--- src/rtl/ttx_pkg.sv ---
// Shared types for the truth-table extractor: FSM states, row index type and row-to-bit mapping.
package ttx_pkg;

  typedef enum logic [1:0] {
    IDLE   = 2'd0,
    SETTLE = 2'd1,
    SAMPLE = 2'd2,
    DONE   = 2'd3
  } state_t;

  localparam int ROWS = 16;

  typedef logic [3:0] row_t;

  // Row 0 ({in1..in4} = 0000) lands in the MSB, matching Cello hex notation.
  function automatic row_t row_bit(row_t r);
    return 4'd15 - r;
  endfunction

endpackage

--- src/rtl/ttx_sync2.sv ---
// Two-flop synchroniser for the asynchronous DUT output; 2-cycle latency, no backpressure.
module ttx_sync2 (
  input  logic clk,
  input  logic rst,
  input  logic d,
  output logic q
);

  logic meta;

  always_ff @(posedge clk) begin
    if (rst) begin
      meta <= 1'b0;
      q    <= 1'b0;
    end else begin
      meta <= d;
      q    <= meta;
    end
  end

endmodule

--- src/rtl/truth_table_extractor.sv ---
// Sweeps a 4-input DUT through all 16 rows and assembles its hex truth table; start is ignored unless idle.
// Latency t+16*(SETTLE_CYCLES+1)+1; with TTX_STABILITY_CHECK_EN each row is sampled CHECK_SAMPLES times.
module truth_table_extractor #(
  parameter int SETTLE_CYCLES = 4,
  parameter int CHECK_SAMPLES = 3
) (
  input  logic        clk,
  input  logic        rst,
  input  logic        start,
  output logic        busy,
  output logic        done,
  output logic        drive_in1,
  output logic        drive_in2,
  output logic        drive_in3,
  output logic        drive_in4,
  input  logic        dut_out,
  output logic [15:0] truth_table,
  output logic        table_valid,
  output logic        unstable
);
  import ttx_pkg::*;

  localparam int SW = $clog2(SETTLE_CYCLES + 1);

  if (SETTLE_CYCLES < 2 || SETTLE_CYCLES > 255) begin : g_bad_settle
    $error("truth_table_extractor: SETTLE_CYCLES must be in 2..255");
  end

  state_t        state;
  state_t        state_nxt;
  row_t          row;
  logic [SW-1:0] settle_cnt;
  logic          dut_sync;
  logic          settle_last;
  logic          sample_first;
  logic          sample_last;
  logic          row_last;

  ttx_sync2 u_sync (
    .clk (clk),
    .rst (rst),
    .d   (dut_out),
    .q   (dut_sync)
  );

  assign settle_last = (settle_cnt == SW'(SETTLE_CYCLES - 1));
  assign row_last    = (row == row_t'(ROWS - 1));

  // Row register is the drive source, so the DUT inputs hold the last row while idle.
  assign {drive_in1, drive_in2, drive_in3, drive_in4} = row;

  always_ff @(posedge clk) begin
    if (rst) begin
      state <= IDLE;
    end else begin
      state <= state_nxt;
    end
  end

  always_comb begin
    state_nxt = state;
    case (state)
      IDLE:    if (start) state_nxt = SETTLE;
      SETTLE:  if (settle_last) state_nxt = SAMPLE;
      SAMPLE:  if (sample_last) state_nxt = row_last ? DONE : SETTLE;
      DONE:    state_nxt = IDLE;
      default: state_nxt = IDLE;
    endcase
  end

  always_comb begin
    busy = 1'b0;
    done = 1'b0;
    if (state != IDLE) busy = 1'b1;
    if (state == DONE) done = 1'b1;
  end

  always_ff @(posedge clk) begin
    if (rst) begin
      row         <= '0;
      settle_cnt  <= '0;
      truth_table <= '0;
      table_valid <= 1'b0;
    end else begin
      case (state)
        IDLE: begin
          if (start) begin
            row         <= '0;
            settle_cnt  <= '0;
            truth_table <= '0;
            table_valid <= 1'b0;
          end
        end
        SETTLE: settle_cnt <= settle_last ? '0 : settle_cnt + 1'b1;
        SAMPLE: begin
          if (sample_first) truth_table[row_bit(row)] <= dut_sync;
          if (sample_last && !row_last) row <= row + 1'b1;
        end
        DONE:    table_valid <= 1'b1;
        default: ;
      endcase
    end
  end

`ifdef TTX_STABILITY_CHECK_EN
  localparam int CW = $clog2(CHECK_SAMPLES);

  if (CHECK_SAMPLES < 2 || CHECK_SAMPLES > 8) begin : g_bad_check
    $error("truth_table_extractor: CHECK_SAMPLES must be in 2..8");
  end

  logic [CW-1:0] sample_cnt;

  assign sample_first = (sample_cnt == '0);
  assign sample_last  = (sample_cnt == CW'(CHECK_SAMPLES - 1));

  // Later samples are compared against the bit already captured from the first one.
  always_ff @(posedge clk) begin
    if (rst) begin
      sample_cnt <= '0;
      unstable   <= 1'b0;
    end else begin
      if (state == IDLE && start) unstable <= 1'b0;
      if (state == SAMPLE) begin
        sample_cnt <= sample_last ? '0 : sample_cnt + 1'b1;
        if (!sample_first && (dut_sync != truth_table[row_bit(row)])) unstable <= 1'b1;
      end
    end
  end
`else
  logic unused_cfg;

  assign sample_first = 1'b1;
  assign sample_last  = 1'b1;
  assign unstable     = 1'b0;
  assign unused_cfg   = |CHECK_SAMPLES;
`endif

endmodule

--- config.mk ---
export PLATFORM = sky130hd
export DESIGN_NAME = truth_table_extractor
export DESIGN_NICKNAME = d
export VERILOG_FILES = /design/src/rtl/ttx_pkg.sv /design/src/rtl/ttx_sync2.sv /design/src/rtl/truth_table_extractor.sv
export SDC_FILE = /design/constraint.sdc
export NUM_CORES = 1
export LEC_CHECK = 0
export ABC_AREA = 1
export CAP_MARGIN = 10
export CORE_AREA = 4 4 61 63
export DETAILED_ROUTE_END_ITERATION = 6
export DIE_AREA = 0 0 65 67
export MAX_ROUTING_LAYER = met4
export PLACE_DENSITY_LB_ADDON = 0.15
export REMOVE_ABC_BUFFERS = 1
export SLEW_MARGIN = 20
export SYNTH_ARGS = -nofsm -noshare
export SYNTH_HDL_FRONTEND = slang
export SYNTH_SLANG_ARGS = --single-unit
--- constraint.sdc ---
create_clock -name clk -period 1.05 [get_ports clk]
set_input_delay 0.1575 -clock clk [delete_from_list [all_inputs] [get_ports clk]]
set_output_delay 0.1575 -clock clk [all_outputs]
set_load 0.03 [all_outputs]
==> flow_metrics.py <==
metrics = {
    "run_status": {
        "run_status": "finished, violations left",
        "violations": "setup timing",
    },
    "setup_path": {
        "cp.required_ns": 1.29,
        "reg2reg_slack_ns": -0.20,
        "cp-end-kind": "flop",
        "worstSetupPathType": "flop to flop",
        "cp_data_arrival_time_ns": 1.50,
        "cp_max_fo": 7,
        "cp-start-kind": "flop",
    },
    "place": {
        "dp_hpwl_microns": 2330,
        "place_congestion": 0.806,
        "port_buffers": 26,
        "dpl_cell_area_sq_um": 1790,
    },
    "synth": {
        "synth_fa_ha_area_share_pct": 4.35,
        "netlist_area_sq_um": 1440,
        "synthArstFlopShare_pct": 0,
        "synth_top_area_share_pct": 39.0,
        "ys_types": 18,
        "synth_xor_xnor_area_share_pct": 0,
        "yosys.area_share.simple_pct": 35.0,
        "synth_compound_area_share_pct": 8.78,
        "syn_inst": 219,
        "synth_edf_count": 0,
        "synth_common_cells": "nand2_1, nor2_1, dfxtp_1, inv_1, a21oi_1",
        "yosysTopAreaCell": "dfxtp_1",
        "synth.area.mux_share_pct": 0,
        "yosysSeqAreaShare_pct": 39.0,
        "synth_most_common_cell": "nand2_1",
        "synth_warnings": 0,
        "avgSynthCellArea_sq_um": 6.57,
        "ys_ff_latch": 28,
        "synth_flop_cell": "dfxtp_1",
        "synth_top_family_by_area": "simple AND/OR/NAND/NOR gates",
        "synth_area_leaders": "dfxtp_1, nand2_1, nor2_1",
    },
    "clock_tree": {
        "htree_num_levels": 1,
        "clk_path_buf_depth": 2,
        "clkLatencyLatePin_ns": 0.32,
        "cts_num_sinks": 28,
        "path_clk_slew_ns": 0.14,
        "cts_tree": "done",
        "ctsRootBufferMaster": "clkbuf_4",
        "numCtsBuffers": 3,
    },
    "timing": {
        "finalSetupViolCount": 31,
        "fmax_mhz": 799,
        "period_share_pct": 119,
        "hold_viol_final": 0,
        "finalMaxSlewViolations": 0,
        "worst_slack_ns": -0.202,
        "fin_skew_ns": 0.00122,
        "period_needed_ns": 1.25,
        "rsz0062_at_grt": "yes",
    },
    "pwr": {
        "p_leak_nw": 1.06,
        "vdd_drop_max_mv": 0.600,
        "power.total_mw": 2.42,
        "power_frac_seq_pct": 47.5,
        "netSwitchingFraction_pct": 33.1,
        "power.internal_mw": 1.62,
        "clkPwrFrac_pct": 18.3,
        "switching_power_uw": 799,
        "power_density_nw_per_um2": 1000,
        "pwr-share-comb_pct": 34.1,
    },
    "route": {
        "wl_met2_microns": 1950,
        "drtPass1Iterations": 4,
        "drt-initial-drc-count": 61,
        "drc": 0,
        "top_layer_used": "met4",
        "final_antenna_net_count": 0,
        "finalWirelength_microns": 3920,
        "drt-met1-wl_microns": 1730,
        "avgViaCountPerCell": 4.78,
        "wl_met3_microns": 153,
        "wl_per_cell_microns": 12.1,
        "vias": 1553,
    },
    "global_routing": {
        "grt_pass1_wl_microns": 6440,
        "grt_start_max_net_pins": 23,
        "grt_pass1_vias": 1512,
        "grt_usage_pct": 19.3,
        "grt_antenna_before_repair": 0,
        "gr-total-overflow": 0,
    },
    "floorplanning": {
        "coreArea_sq_um": 3230,
        "die_h_microns": 67,
        "ios": 28,
        "initial_core_util_pct": 44.5,
        "die-area_sq_um": 4360,
        "rows": 21,
        "dieWidth_microns": 65,
    },
    "cells_and_area": {
        "final_cell_area_sq_um": 2410,
        "drive_above_1_share_pct": 55.9,
        "fin_nets": 290,
        "areaGrowthSynthToFinish_pct": 67.2,
        "antennaDiodeCount": 0,
    },
    "flow_run": {
        "maxCapViolCount": 0,
    },
    "worst_hold_path": {
        "min_path_type": "input port to flop",
    },
}
kinds of logic after synthesis:
group / Yosys count
AOI/OAI and AO/OA: 25
and+or+nand+nor: 123
other: 1
DFF: 28
buffers and inverters: 37
adders and majority gates: 5
layer usage:
metal  GRT usage [%]  vias to the layer above
met2            32.6                       38
met5               -                        -
met3            3.20                       10
met4            9.50                        0
li1                -                      792
met1            22.3                      713
path summary, 6_finish.rpt:
path                                  start              to  depth (start not counted)
worst max-delay path               state[1]  truth_table[6]                          8
worst min-delay path                dut_out     u_sync.meta                          3
worst max register to register     state[1]  truth_table[6]                          8
worst min register to register  u_sync.meta        u_sync.q                          2
repair_timing:
action / CTS / global route
hold endpoints to repair: 0 / 0
hold buffers: 0 / 0
pin swaps: 22 / 12
buffers inserted: 16 / 4
endpoints found under the setup margin: 30 / 47
resized for setup: 113 / 36
layout by cell type, fill, tap and decap left out, types with 4 or more instances in the layout:
| master | instances |
|---|---|
| a21oi_2 | 15 |
| buf_4 | 39 |
| buf_6 | 21 |
| dfxtp_1 | 7 |
| dfxtp_2 | 15 |
| dfxtp_4 | 6 |
| ha_4 | 4 |
| inv_1 | 17 |
| inv_2 | 6 |
| inv_4 | 5 |
| nand2_1 | 48 |
| nand2_2 | 10 |
| nand2_4 | 4 |
| nand3_1 | 9 |
| nand3_2 | 5 |
| nor2_1 | 28 |
| nor2_2 | 7 |
| nor2_4 | 7 |
| o21ai_1 | 6 |
area by class of cell:
class	instances	area (sq um)
clock buffer	3	22.5
fill	253	826
inverter	28	118
multi-input combinational	154	997
sequential	28	602
tap	46	57.6
timing repair buffer	66	609
state kept, by name, indices dropped and copies added, names as in the netlist:
signal / count
truth_table: 16
row: 4
settle_cnt: 3
state: 2
table_valid: 1
u_sync.meta: 1
u_sync.q: 1
power by group through the flow:
stage                     Sequential (mW)  Combinational (mW)  Clock, mW
after floorplan                      1.19               0.227          0
after global placement               1.16               0.470          0
after detailed placement             1.16               0.476          0
after CTS                            1.15               0.777      0.459
after global routing                 1.15               0.886      0.507
final                                1.15               0.825      0.443
stage by stage:
stage	setup slack, ns	cells	hold slack, ns	TNS (ns)	util [%]
global route	-0.240	325	0.325	-5.49	74.4
finish	-0.202	325	0.334	-3.87	74.4
detailed placement	-0.190	303	0.396	-4.13	55.4
floorplan	-0.350	210	0.227	-5.90	-
CTS	-0.193	322	0.321	-3.55	71.4
global placement	-0.201	303	0.390	-4.04	55.4
critical path, cell delays in order, from the launching register on:
cell	delay, ns
dfxtp_4	0.39
nor2_4	0.12
buf_4	0.11
buf_6	0.10
nand2_8	0.06
buf_8	0.15
nand2_1	0.07
and2_4	0.13
nor2_1	0.03
Power figures use the tool's default switching activity.
